### src/rtl/hpb_wr_ctl.sv
// Host write initiator for the strategy symbol RAM: buffers host writes in a small FIFO and
// issues them one at a time as req/drop handshakes. Optional timeout abort: HPB_WR_TIMEOUT_EN.
module hpb_wr_ctl #(
    parameter int unsigned RAM_WIDTH      = 64,
    parameter int unsigned WR_EN_W        = RAM_WIDTH / 8,
    parameter int unsigned FIFO_DEPTH     = 4,
    parameter int unsigned TIMEOUT_CYCLES = 1024
) (
    input  logic                 clk,
    input  logic                 reset_n,
    input  logic                 host_wr_valid,
    output logic                 host_wr_ready,
    input  logic [13:0]          host_wr_addr,
    input  logic [RAM_WIDTH-1:0] host_wr_data,
    input  logic [WR_EN_W-1:0]   host_wr_be,
    output logic [13:0]          hpb_wr_addr,
    output logic [RAM_WIDTH-1:0] hpb_wr_data,
    output logic [WR_EN_W-1:0]   hpb_wr_en,
    output logic                 hpb_wr_req,
    input  logic                 rcb_wr_done,
    input  logic                 err_clr,
    output logic                 hpb_busy,
    output logic                 hpb_err,
    output logic [15:0]          hpb_wr_count
);
    localparam int unsigned AW = $clog2(FIFO_DEPTH);
    localparam int unsigned PW = AW + 1;

    typedef enum logic [1:0] {IDLE, REQ, DROP} state_t;
    state_t state;

    logic [13:0]          fifo_addr [FIFO_DEPTH];
    logic [RAM_WIDTH-1:0] fifo_data [FIFO_DEPTH];
    logic [WR_EN_W-1:0]   fifo_be   [FIFO_DEPTH];
    logic [PW-1:0]        wr_ptr, rd_ptr;
    logic                 full, empty, push, pop, tmo_hit;

    assign full          = (wr_ptr[AW] != rd_ptr[AW]) && (wr_ptr[AW-1:0] == rd_ptr[AW-1:0]);
    assign empty         = (wr_ptr == rd_ptr);
    assign host_wr_ready = !full;
    assign push          = host_wr_valid && !full;
    assign pop           = !empty && (state == IDLE || state == DROP);
    assign hpb_busy      = !empty || (state != IDLE);

    always_ff @(posedge clk) begin
        if (push) begin
            fifo_addr[wr_ptr[AW-1:0]] <= host_wr_addr;
            fifo_data[wr_ptr[AW-1:0]] <= host_wr_data;
            fifo_be[wr_ptr[AW-1:0]]   <= host_wr_be;
        end
    end

`ifdef HPB_WR_TIMEOUT_EN
    localparam int unsigned TW = $clog2(TIMEOUT_CYCLES) + 1;
    logic [TW-1:0] tmo_cnt;

    assign tmo_hit = (tmo_cnt == TW'(TIMEOUT_CYCLES - 1));

    // Held at zero outside REQ, so it reads zero in the first REQ cycle.
    always_ff @(posedge clk) begin
        if (!reset_n) begin
            tmo_cnt <= '0;
            hpb_err <= 1'b0;
        end else begin
            tmo_cnt <= (state == REQ) ? tmo_cnt + TW'(1) : '0;
            if (state == REQ && !rcb_wr_done && tmo_hit)
                hpb_err <= 1'b1;
            else if (err_clr)
                hpb_err <= 1'b0;
        end
    end
`else
    logic unused_cfg;

    assign tmo_hit    = 1'b0;
    assign hpb_err    = 1'b0;
    assign unused_cfg = err_clr ^ (TIMEOUT_CYCLES == 0);
`endif

    always_ff @(posedge clk) begin
        if (!reset_n) begin
            state        <= IDLE;
            wr_ptr       <= '0;
            rd_ptr       <= '0;
            hpb_wr_req   <= 1'b0;
            hpb_wr_addr  <= '0;
            hpb_wr_data  <= '0;
            hpb_wr_en    <= '0;
            hpb_wr_count <= '0;
        end else begin
            if (push)
                wr_ptr <= wr_ptr + PW'(1);
            if (pop)
                rd_ptr <= rd_ptr + PW'(1);
            unique case (state)
                IDLE, DROP: begin
                    if (!empty) begin
                        hpb_wr_addr <= fifo_addr[rd_ptr[AW-1:0]];
                        hpb_wr_data <= fifo_data[rd_ptr[AW-1:0]];
                        hpb_wr_en   <= fifo_be[rd_ptr[AW-1:0]];
                        hpb_wr_req  <= 1'b1;
                        state       <= REQ;
                    end else begin
                        hpb_wr_req  <= 1'b0;
                        state       <= IDLE;
                    end
                end
                REQ: begin
                    if (rcb_wr_done) begin
                        hpb_wr_count <= hpb_wr_count + 16'd1;
                        hpb_wr_req   <= 1'b0;
                        state        <= DROP;
                    end else if (tmo_hit) begin
                        hpb_wr_req   <= 1'b0;
                        state        <= DROP;
                    end
                end
                default: begin
                    hpb_wr_req <= 1'b0;
                    state      <= IDLE;
                end
            endcase
        end
    end
endmodule
### config.mk
export PLATFORM = sky130hd
export DESIGN_NAME = hpb_wr_ctl
export DESIGN_NICKNAME = d
export VERILOG_FILES = /design/src/rtl/hpb_wr_ctl.sv
export SDC_FILE = /design/constraint.sdc
export NUM_CORES = 1
export LEC_CHECK = 0
export ABC_AREA = 1
export CAP_MARGIN = 5
export CORE_UTILIZATION = 33
export DETAILED_ROUTE_END_ITERATION = 8
export PLACE_DENSITY_LB_ADDON = 0.05
export RECOVER_POWER = 50
export SYNTH_ARGS = -nofsm -noshare
export SYNTH_HDL_FRONTEND = slang
export SYNTH_SLANG_ARGS = --single-unit
export TNS_END_PERCENT = 50
### constraint.sdc
create_clock -name clk -period 6.2 [get_ports clk]
set_input_delay 1.24 -clock clk [delete_from_list [all_inputs] [get_ports clk]]
set_output_delay 1.24 -clock clk [all_outputs]
set_load 0.03 [all_outputs]
---- Word-level counts from Yosys, hierarchy flattened ----
Memories as Yosys holds them, arrays and structs flattened. A register that Yosys moved wholly into a read port is not among the register bits.
Cells that the tools add are included.
storage, ports and cells
  register bits ........................... 25
  RAM bits ................................ 344
  bits of input ports ..................... 91
  output and inout bits ................... 106
  word-level logic and storage cells ...... 41
  memories kept ........................... 3
memories
  name       depth  width  rd ports  clocked after Yosys merged registers in  wr ports  line  RTL
  fifo_data  4      64     1         1                                        1         33    logic [RAM_WIDTH-1:0] fifo_data [FIFO_DEPTH];
  fifo_addr  4      14     1         1                                        1         32    logic [13:0] fifo_addr [FIFO_DEPTH];
  fifo_be    4      8      1         1                                        1         34    logic [WR_EN_W-1:0] fifo_be [FIFO_DEPTH];
cells by class
  $add $sub $neg .......................... 3
  eq/ne operators ......................... 6
  multiplexer cells ....................... 8
  bitwise logic cells ..................... 1
  reductions and logical operators ........ 15
operators by type and width
  cell                   number
  $add 16x1->16 const B  1
  $add 3x1->3 const B    2
  $logic_not 1->1        5
  $mux 1                 5
  $pmux 2 s2             1
  $reduce_and 2->1       2
  $eq 3x3->1             1
  $logic_and 1x1->1      3
  $eq 2x1->1 const B     1
  $eq 2x2->1             1
  $eq 2x2->1 const B     1
  $logic_not 2->1        1
  $logic_or 1x1->1       2
  $mux 2                 1
  $ne 2x2->1 const B     1
  $pmux 1 s2             1
  $reduce_bool 2->1      1
  $reduce_or 2->1        1
  $ne 1x1->1             1
  $not 1->1              1

---- Depth between registers and ports, before layout ----
Gate-level depths: netlist of the first run.
  word-level depth ........................ 6
  depth in mapped cells ................... 11
  mapped depth without buffers ............ 8

---- Worst setup path after synthesis of the first run ----
Ideal clock, no wire load.
  path kind ............................... input-to-reg
  from .................................... input port host_wr_valid
  to ...................................... memory fifo_addr[0][0] (enable)
  setup time .............................. 0.532 ns
  data arrival time ....................... 4.978 ns
  required time ........................... 5.668 ns
  path slack .............................. 0.691 ns
  cell stages on the path ................. 2
  buffers on the path ..................... 0
  cells stage by stage .................... nand2_1 nor2_1
between the ends
  word-level cells in the longest chain between the ends .. 3
RTL lines
  element                       line  RTL
  start: declaration            11    input logic host_wr_valid,
  $logic_and 1x1->1             41    assign push = host_wr_valid && !full;
  $mux 1                        46    if (push) begin
  $mux 1 (implied by the code)  47    fifo_addr[wr_ptr[AW-1:0]] <= host_wr_addr;
  end: declaration              32
Every way passes these cells.

---- Worst setup path after layout of the first run ----
  from .................................... register rd_ptr[1]
  to ...................................... output port hpb_busy
between the ends
  word-level cells in the longest chain between the ends .. 3
RTL lines
  element                   line  RTL
  start: declaration        35    logic [PW-1:0] wr_ptr, rd_ptr;
  start signal: assignment  94    rd_ptr <= rd_ptr + PW'(1);
  $eq 3x3->1                39    assign empty = (wr_ptr == rd_ptr);
  $logic_not 1->1           --
  $logic_or 1x1->1          43    assign hpb_busy = !empty || (state != IDLE);
  end: declaration          22    output logic hpb_busy,
Every way passes these cells.

==> results_dict.tcl, run 1 <==
set metrics [dict create \
    max_cap_viol_count 2 \
    whs_path_depth 2 \
    synth.avg_cell_area_sq_um 9.18 \
    antenna_found_initial 15 \
    p_int_w 0.00646 \
    firstDrtPassIters 5 \
    clock_latency_ps 590 \
    chipWidth_um 244 \
    die_y_um 244 \
    timing_worst_setup_path_type "flip-flop to primary output" \
    power.share.combinational_pct 32.9 \
    async_flop_share_pct 0 \
    worstPathArrival_ps 3300 \
    place_congestion 0.741 \
    rr_worst_depth 9 \
    synth_area_sq_um 19300 \
    fin_worst_skew_ps 15.2 \
    synth_top_area_cell "edfxtp_1" \
    dp_hpwl_um 26900 \
    drv_slew 105 \
    period_needed_ps 4540 \
    cts_buffers 52 \
    initial_utilization_pct 33.4 \
    ys_seq_area_share_pct 65.0 \
    path_clk_slew_ps 60 \
    cts_tree "built" \
    relSlewSlack_pct -47.5 \
    num_io_pins 197 \
    fin_crit_sh_pct 73.2 \
    power.switching_w 0.00372 \
    rows 88 \
    synth_ff_type "edfxtp_1" \
    required_ps 4960 \
    overflow 0 \
    grt_usage_pct 17.1 \
    startpoint_type "flip-flop" \
    yosys-top-cells-count "nand2_1, inv_1, edfxtp_1" \
    maxUsedRoutingLayer "met5" \
    die_area_sq_um 59400 \
    wl_met1_um 23000 \
    ctsHoldBuffers 0 \
    core_sq_um 57700 \
    tightestPinTransition_ps 2210 \
    p_seq_share_pct 37.8 \
    p_sw_share_pct 36.5 \
    hold_class "flip-flop to flip-flop" \
    violations "capacitance limit, slew limit" \
    port_buffers 194 \
    area_growth_pct 22.6 \
    yosysMostFrequentCell "nand2_1" \
    yosysTopAreaCellShare_pct 53.6 \
    fin_setup_tns_ps 0 \
    vdd_drop_max_v 0.000388 \
    finalHoldViolCount 0 \
    synth_edf_count 344 \
    yosys_warnings 0 \
    cp-end-kind "primary output" \
    grt_pass1_vias 13400 \
    synthCells 2100 \
    clock_path_buffers 3 \
    fill_cells 5709 \
    power_w 0.0102 \
    syn_nets 2197 \
    fin_nets 2367 \
    routed_wirelength_um 49600 \
    status "finished with violations" \
    ys_ff_latch 454 \
    drive_above_1_share_pct 4.54 \
    num_vias 13400 \
    drt_iter0_markers 657 \
    final_antenna_net_count 0 \
    max_freq_mhz 220 \
    route.met3.wl_um 1810 \
    synthTopCellsByArea "edfxtp_1, dfxtp_1, nand2_1" \
    p_per_area_nw_per_um2 431 \
    cts_setup_buffers 0 \
    clock_sinks 454 \
    grt_pass1_wl_um 77800 \
    setup-violations-final 0 \
    grt_max_degree 114 \
    viasPerCell 4.36 \
    dr_wl_met2_um 23600 \
    power_frac_clock_pct 29.3 \
    synth_cell_types 26 \
    detail_route.wl_per_cell_um 16.1 \
    drc 0 \
    rsz0062_at_grt "no" \
    p_leak_nw 10.8 \
    h-tree-depth 2 \
    cts_root_buf "clkbuf_16" \
    cp_max_fo 48 \
    postCtsResizedCells 0 \
]
==> metrics by stage <==
stage | hold WS (ps) | utilization, % | instance area [sq um] | cells | setup slack (ps)
after detailed placement | 475 | 38.1 | 22000 | 2981 | 2190
after global routing | 504 | 40.9 | 23600 | 3078 | 1370
after floorplan | 488 | - | 19300 | 2100 | 691
after CTS | 486 | 40.9 | 23600 | 3077 | 1550
after global placement | 464 | 38.1 | 22000 | 2981 | 2200
final | 475 | 41.0 | 23600 | 3080 | 1660
==> final timing paths <==
kind | startpoint | end | slack, ps
setup / recovery | rd_ptr[1] | hpb_busy | 1660
hold / removal | hpb_wr_data[53] | hpb_wr_data[53] | 470
hold reg to reg | hpb_wr_data[53] | hpb_wr_data[53] | 470
setup reg to reg | rd_ptr[1] | hpb_wr_data[20] | 2460
==> power groups by stage <==
| stage | Clock (W) | Sequential [W] | Combinational [W] |
|---|---|---|---|
| after floorplan | 0 | 0.00429 | 0.00191 |
| after global placement | 0 | 0.00392 | 0.00351 |
| after detailed placement | 0 | 0.00393 | 0.00352 |
| after CTS | 0.00308 | 0.00387 | 0.00353 |
| after global routing | 0.00319 | 0.00390 | 0.00380 |
| final | 0.00298 | 0.00385 | 0.00335 |
==> cell usage in the layout (no fill, tap or decap), types with 6 or more instances in the layout <==
cell type / netlist / layout
nand3_1: 270 / 270
nor2_1: 212 / 208
clkbuf_16: 0 / 56
inv_1: 459 / 459
edfxtp_1: 344 / 344
nand2_1: 563 / 563
a21oi_1: 11 / 11
clkinv_1: 1 / 12
dfxtp_1: 110 / 108
clkbuf_1: 38 / 14
clkinv_2: 0 / 9
clkdlybuf4s50_1: 0 / 22
ha_1: 6 / 6
buf_4: 2 / 14
dlygate4sd3_1: 0 / 171
==> cell type report <==
type                       instances  area (sq um)  share of cell area, %
multi-input combinational       1086          4600                   19.5
clock buffer                      73          1510                   6.37
antenna                            3          7.51                 0.0318
sequential                       454         12500                   53.1
clock inverter                    23           160                  0.678
timing repair buffer             212          2110                   8.91
inverter                         464          1750                   7.41
tap                              765           957                   4.05
==> worst max-delay path: stages (launching register included) <==
cell,delay (ps)
dfxtp_4,530
inv_4,620
nand2_1,140
nand2_2,130
nand3_4,380
nor2_1,210
nand2_1,90
clkdlybuf4s50_1,600
==> cells by family after synthesis <==
group / synth area share, %
and+or+nand+nor: 22.5
buffers and inverters: 11.3
DFF: 65.0
AOI/OAI and AO/OA: 0.532
adders and majority gates: 0.390
xor gates and xnor gates: 0.221
other: 0.0195
==> registers in the layout, indices dropped and copies added, names as in the netlist <==
register,cells
state,2
wr_ptr,3
hpb_wr_count,16
hpb_wr_addr,14
hpb_wr_en,8
hpb_wr_data,64
fifo_data,256
rd_ptr,3
fifo_be,32
fifo_addr,56
==> layer usage <==
layer,up-vias,track usage (%)
met5,-,0
met2,220,28.9
met1,6315,22.3
li1,6813,-
met4,4,5.33
met3,87,2.58
Note: power is estimated with default switching activity, not from simulation.
==> run 2, diff against run 1 <==
==> constraint.sdc (replaced) <==
create_clock -name clk -period 4.7 [get_ports clk]
set_input_delay 0.94 -clock clk [delete_from_list [all_inputs] [get_ports clk]]
set_output_delay 0.94 -clock clk [all_outputs]
set_load 0.03 [all_outputs]
==> run 2 against run 1 <==
  * The run still ends with capacitance limit, slew limit left
  * Critical path type unchanged
  * Worst hold slack barely moved
  * Flip-flop and latch count is the same
  * Largest power group unchanged
  * Power rose by 31%
  * Largest cell class unchanged
==> results_dict.tcl, run 2 (synthesized netlist as in run 1, its figures left out) <==
set metrics [dict create \
    cts_tree "built" \
    routed_wirelength_um 48200 \
    worstPathArrival_ps 3260 \
    tightestPinTransition_ps 1770 \
    antenna_found_initial 16 \
    viasPerCell 4.31 \
    largest_reg_flops 256 \
    crit_buf_inv 2 \
    fin_setup_tns_ps 0 \
    final_antenna_net_count 0 \
    initial_utilization_pct 33.4 \
    violations "capacitance limit, slew limit" \
    area_growth_pct 22.5 \
    slowest_stage "clkdlybuf4s50_1" \
    max_freq_mhz 238 \
    final_cell_mix "nand2_1, inv_1, edfxtp_1" \
    die_area_sq_um 59400 \
    dp_hpwl_um 26500 \
    chipWidth_um 244 \
    rsz0062_at_grt "no" \
    clock_sinks 454 \
    power.share.combinational_pct 32.8 \
    cp_max_fo 44 \
    drv_slew 35 \
    clock_latency_ps 580 \
    grt_max_degree 121 \
    path_cells "inv_4 -> nand2_1 -> nand2_2 -> nand3_4 -> nor2_1 -> nand2_1 -> clkdlybuf4s50_1" \
    place_congestion 0.746 \
    hold_class "flip-flop to flip-flop" \
    period_needed_ps 4200 \
    h-tree-depth 2 \
    grt_pass1_vias 12900 \
    cp-end-kind "primary output" \
    p_per_area_nw_per_um2 564 \
    power_frac_clock_pct 28.7 \
    cpMostUsedCell "nand2_1" \
    cts_root_buf "clkbuf_16" \
    design_area_sq_um 23600 \
    relSlewSlack_pct -18.2 \
    core_sq_um 57700 \
    grt_pass1_wl_um 74900 \
    fin_crit_sh_pct 89.4 \
    vdd_drop_max_v 0.000293 \
    postPlaceCellArea_sq_um 22000 \
    fin_worst_skew_ps 9.35 \
    rows 88 \
    max_cap_viol_count 1 \
    p_seq_share_pct 38.6 \
    clock_path_buffers 3 \
    power.switching_w 0.00485 \
    num_io_pins 197 \
    drt_iter0_markers 577 \
    drive_above_1_share_pct 4.58 \
    drc 0 \
    cp_top_family "buffers and inverters" \
    setup-violations-final 0 \
    fin_nets 2371 \
    overflow 0 \
    p_leak_nw 10.8 \
    ctsHoldBuffers 0 \
    postCtsResizedCells 0 \
    cts_setup_buffers 0 \
    finalHoldViolCount 0 \
    cts_buffers 52 \
    required_ps 3760 \
    final_common_cell "nand2_1" \
    slowest_delay_ps 630 \
    detail_route.wl_per_cell_um 15.6 \
    timing_worst_setup_path_type "flip-flop to primary output" \
    p_int_w 0.00846 \
    grt_usage_pct 16.4 \
    startpoint_type "flip-flop" \
    num_vias 13300 \
    port_buffers 194 \
    p_sw_share_pct 36.5 \
    die_y_um 244 \
    firstDrtPassIters 5 \
    path_clk_slew_ps 60 \
    status "finished with violations" \
]
run 2: cell types whose count changed in the layout (fill, tap and decap cells not counted), sizes merged:
cell,change
clkbuf,+4
buf,+3
clkinv,-2
clkinvlp,-2
diode,+2
clkdlybuf4s50,-1
dlygate4sd3,+1
run 2: per-layer routing:
layer | GRT usage, % | vias up | routed length, um
met1 | 21.1 | 6158 | 22100
met4 | 4.63 | 14 | 1020
met5 | 0 | - | 88
li1 | - | 6825 | -
met2 | 27.9 | 218 | 22800
met3 | 3.35 | 94 | 2190
run 2: area by class of cell:
type | instances | area (sq um)
fill | 5794 | 34100
sequential | 454 | 12500
multi-input combinational | 1086 | 4600
timing repair buffer | 216 | 2140
inverter | 464 | 1750
clock buffer | 76 | 1460
tap | 765 | 957
clock inverter | 19 | 136
antenna | 5 | 12.5
run 2: final timing paths:
| check | start | endpoint | slack (ps) | depth (start not counted) |
|---|---|---|---|---|
| setup / recovery | rd_ptr[1] | hpb_busy | 500 | 7 |
| hold / removal | hpb_wr_data[51] | hpb_wr_data[51] | 480 | 2 |
| setup reg to reg | rd_ptr[1] | hpb_wr_data[1] | 1460 | 9 |
| hold reg to reg | hpb_wr_data[51] | hpb_wr_data[51] | 480 | 2 |
run 2: worst register-to-register path: cells and delay by family (launching register included):
family | cells | cell delay, ps
flops | 1 | 520
buf+inv | 3 | 1530
simple gates | 6 | 1080
run 2: power by group through the flow:
stage                     logic, W  registers, W  clock network (W)
after detailed placement   0.00458       0.00524                  0
after CTS                  0.00459       0.00516            0.00394
final                      0.00436       0.00513            0.00382
after global routing       0.00492       0.00520            0.00409
after floorplan            0.00251       0.00566                  0
after global placement     0.00456       0.00523                  0
run 2: stage by stage:
stage / power [W] / hold WS (ps) / util (%) / instances / setup WS, ps
global placement: 0.00979 / 464 / 38.1 / 2985 / 963
detailed placement: 0.00982 / 473 / 38.1 / 2985 / 983
global route: 0.0142 / 501 / 40.9 / 3082 / 228
floorplan: 0.00817 / 488 / - / 2100 / -631
CTS: 0.0137 / 485 / 40.9 / 3080 / 318
finish: 0.0133 / 475 / 40.9 / 3085 / 497
==> run 3, diff against run 2 <==
--- a/config.mk
+++ b/config.mk
@@ -7,8 +7,11 @@
 export LEC_CHECK = 0
 export ABC_AREA = 1
 export CAP_MARGIN = 5
+export CORE_ASPECT_RATIO = 1.1
+export CORE_MARGIN = 4
 export CORE_UTILIZATION = 33
 export DETAILED_ROUTE_END_ITERATION = 8
+export GPL_ROUTABILITY_DRIVEN = 0
 export PLACE_DENSITY_LB_ADDON = 0.05
 export RECOVER_POWER = 50
 export SYNTH_ARGS = -nofsm -noshare
==> run 3 against run 2 <==
  * The run still ends with capacitance limit, slew limit left
  * Flip-flop and latch count unchanged
  * Power up 1.9%
  * Via count up 1.4%
  * Register-to-register slack worse by 360 ps
  * Worst hold slack worse by 3.7 ps
  * Non-clock buffer count down 1
  * Clock skew up 6.5 ps
  * Wire length up 3.0%
  * Core utilization up 0.19 points
  * Critical path type unchanged
  * Critical endpoint unchanged
==> results_dict.tcl, run 3 (synthesized netlist as in run 1, its figures left out) <==
set metrics [dict create \
    power_frac_clock_pct 29.4 \
    setup-violations-final 0 \
    startpoint_type "flip-flop" \
    detail_route.wl_per_cell_um 16.2 \
    routed_wirelength_um 49600 \
    fin_crit_sh_pct 77.2 \
    drv_slew 122 \
    rsz0062_at_grt "no" \
    relSlewSlack_pct -68.7 \
    tightestPinTransition_ps 2530 \
    required_ps 3760 \
    p_int_w 0.00869 \
    fin_ws_ps 1070 \
    path_clk_slew_ps 60 \
    power.share.combinational_pct 33.4 \
    dp_slack_ps 1480 \
    max_cap_viol_count 4 \
    drt_iter0_markers 614 \
    whs_ps 472 \
    worstPathArrival_ps 2690 \
    hold_class "flip-flop to flip-flop" \
    cts_root_buf "clkbuf_16" \
    p_sw_share_pct 35.9 \
    fin_worst_skew_ps 15.8 \
    cts_tree "built" \
    design_area_sq_um 23700 \
    num_vias 13500 \
    r2r_end "fifo_addr[2][6]" \
    cp_max_fo 40 \
    p_per_area_nw_per_um2 574 \
    core_sq_um 57600 \
    path_cells "inv_4 -> nand2_1 -> nand2_1 -> nand3_4 -> nor2_1 -> nand2_1 -> clkdlybuf4s50_1" \
    fin_util_pct 41.1 \
    cts_buffers 51 \
    p_leak_nw 10.7 \
    grt_pass1_vias 13100 \
    h-tree-depth 2 \
    final_antenna_net_count 0 \
    power.switching_w 0.00488 \
    worstHoldStart "hpb_wr_data[61]" \
    r2r-start "rd_ptr[1]" \
    max_freq_mhz 275 \
    num_io_pins 197 \
    status "finished with violations" \
    grt_usage_pct 15.8 \
    final_common_cell "nand2_1" \
    largest_reg_flops 256 \
    cp_top_family "buffers and inverters" \
    cpMostUsedCell "nand2_1" \
    r2r_slack_ps 1100 \
    clock_latency_ps 580 \
    timing_worst_setup_path_type "flip-flop to primary output" \
    die_area_sq_um 62300 \
    viasPerCell 4.39 \
    overflow 0 \
    slowest_delay_ps 600 \
    port_buffers 194 \
    die_y_um 261 \
    vdd_drop_max_v 0.000366 \
    area_growth_pct 22.8 \
    fin_setup_tns_ps 0 \
    final_cell_mix "nand2_1, inv_1, edfxtp_1" \
    grt_pass1_wl_um 76800 \
    crit_buf_inv 2 \
    finalHoldViolCount 0 \
    fin_nets 2369 \
    whs_path_depth 2 \
    violations "capacitance limit, slew limit" \
    period_needed_ps 3630 \
    clock_path_buffers 3 \
    p_seq_share_pct 37.2 \
    dp_hpwl_um 27000 \
    initial_utilization_pct 33.5 \
    cts_setup_buffers 0 \
    slowest_stage "clkdlybuf4s50_1" \
    drive_above_1_share_pct 4.71 \
    cp-end-kind "primary output" \
    chipWidth_um 238 \
    postCtsResizedCells 0 \
    clock_sinks 454 \
    postPlaceCellArea_sq_um 22000 \
    ctsHoldBuffers 0 \
    firstDrtPassIters 5 \
    grt_max_degree 114 \
    min_to "hpb_wr_data[61]" \
    rr_worst_depth 7 \
    antenna_found_initial 18 \
    rows 92 \
    fill_cells 5717 \
    drc 0 \
]
[run 3: cell types whose count changed in the layout (fill, tap and decap cells not counted), moves of 3 or more]
cell,delta
dlygate4sd3_1,-76
clkdlybuf4s50_1,+76
clkbuf_8,+3
clkbuf_1,-5
clkinv_1,-4
[run 3: how the worst max path moves through the flow]
| stage | from | endpoint | slack, ps | depth (start not counted) |
|---|---|---|---|---|
| after floorplan | rd_ptr[1] | fifo_addr[0][0] | -630 | 7 |
| after global placement | host_wr_valid | fifo_data[1][6] | 1490 | 4 |
| after detailed placement | host_wr_valid | fifo_be[2][6] | 1480 | 4 |
| after CTS | rd_ptr[1] | hpb_busy | 950 | 7 |
| after global routing | rd_ptr[1] | fifo_be[2][4] | 670 | 7 |
| final | rd_ptr[1] | hpb_busy | 1070 | 7 |
[run 3: final cells by class]
class / count / area [sq um] / share of cell area [%]
Clock inverter: 18 / 161 / 0.682
Sequential cell: 454 / 12500 / 53.0
Antenna cell: 5 / 12.5 / 0.0529
Multi-Input combinational cell: 1086 / 4580 / 19.3
Tap cell: 752 / 941 / 3.98
Inverter: 464 / 1750 / 7.40
Clock buffer: 77 / 1540 / 6.51
Timing Repair Buffer: 215 / 2140 / 9.04
[run 3: power groups by stage]
stage | combinational [W] | clock, W | sequential [W]
final | 0.00453 | 0.00399 | 0.00505
after detailed placement | 0.00469 | 0 | 0.00514
after CTS | 0.00471 | 0.00413 | 0.00505
after global routing | 0.00514 | 0.00429 | 0.00510
after floorplan | 0.00251 | 0 | 0.00566
after global placement | 0.00469 | 0 | 0.00513
[run 3: metrics by stage]
stage	std cells	power (W)
CTS	3066	0.0139
detailed placement	2971	0.00983
global route	3066	0.0145
global placement	2971	0.00982
floorplan	2100	0.00817
finish	3071	0.0136
[run 3: worst min-delay path, cell delays in order, from the launching register on]
cell and delay [ps]:
dfxtp_1 320, nor2_1 40, nor2_1 80
[run 3: layer usage]
layer	GRT usage, %	share of wire [%]	vias to the layer above
met3	3.64	5.0	95
met2	27.7	49	224
met5	0	0.097	-
li1	-	-	6813
met4	3.63	2.1	8
met1	20.1	44	6351
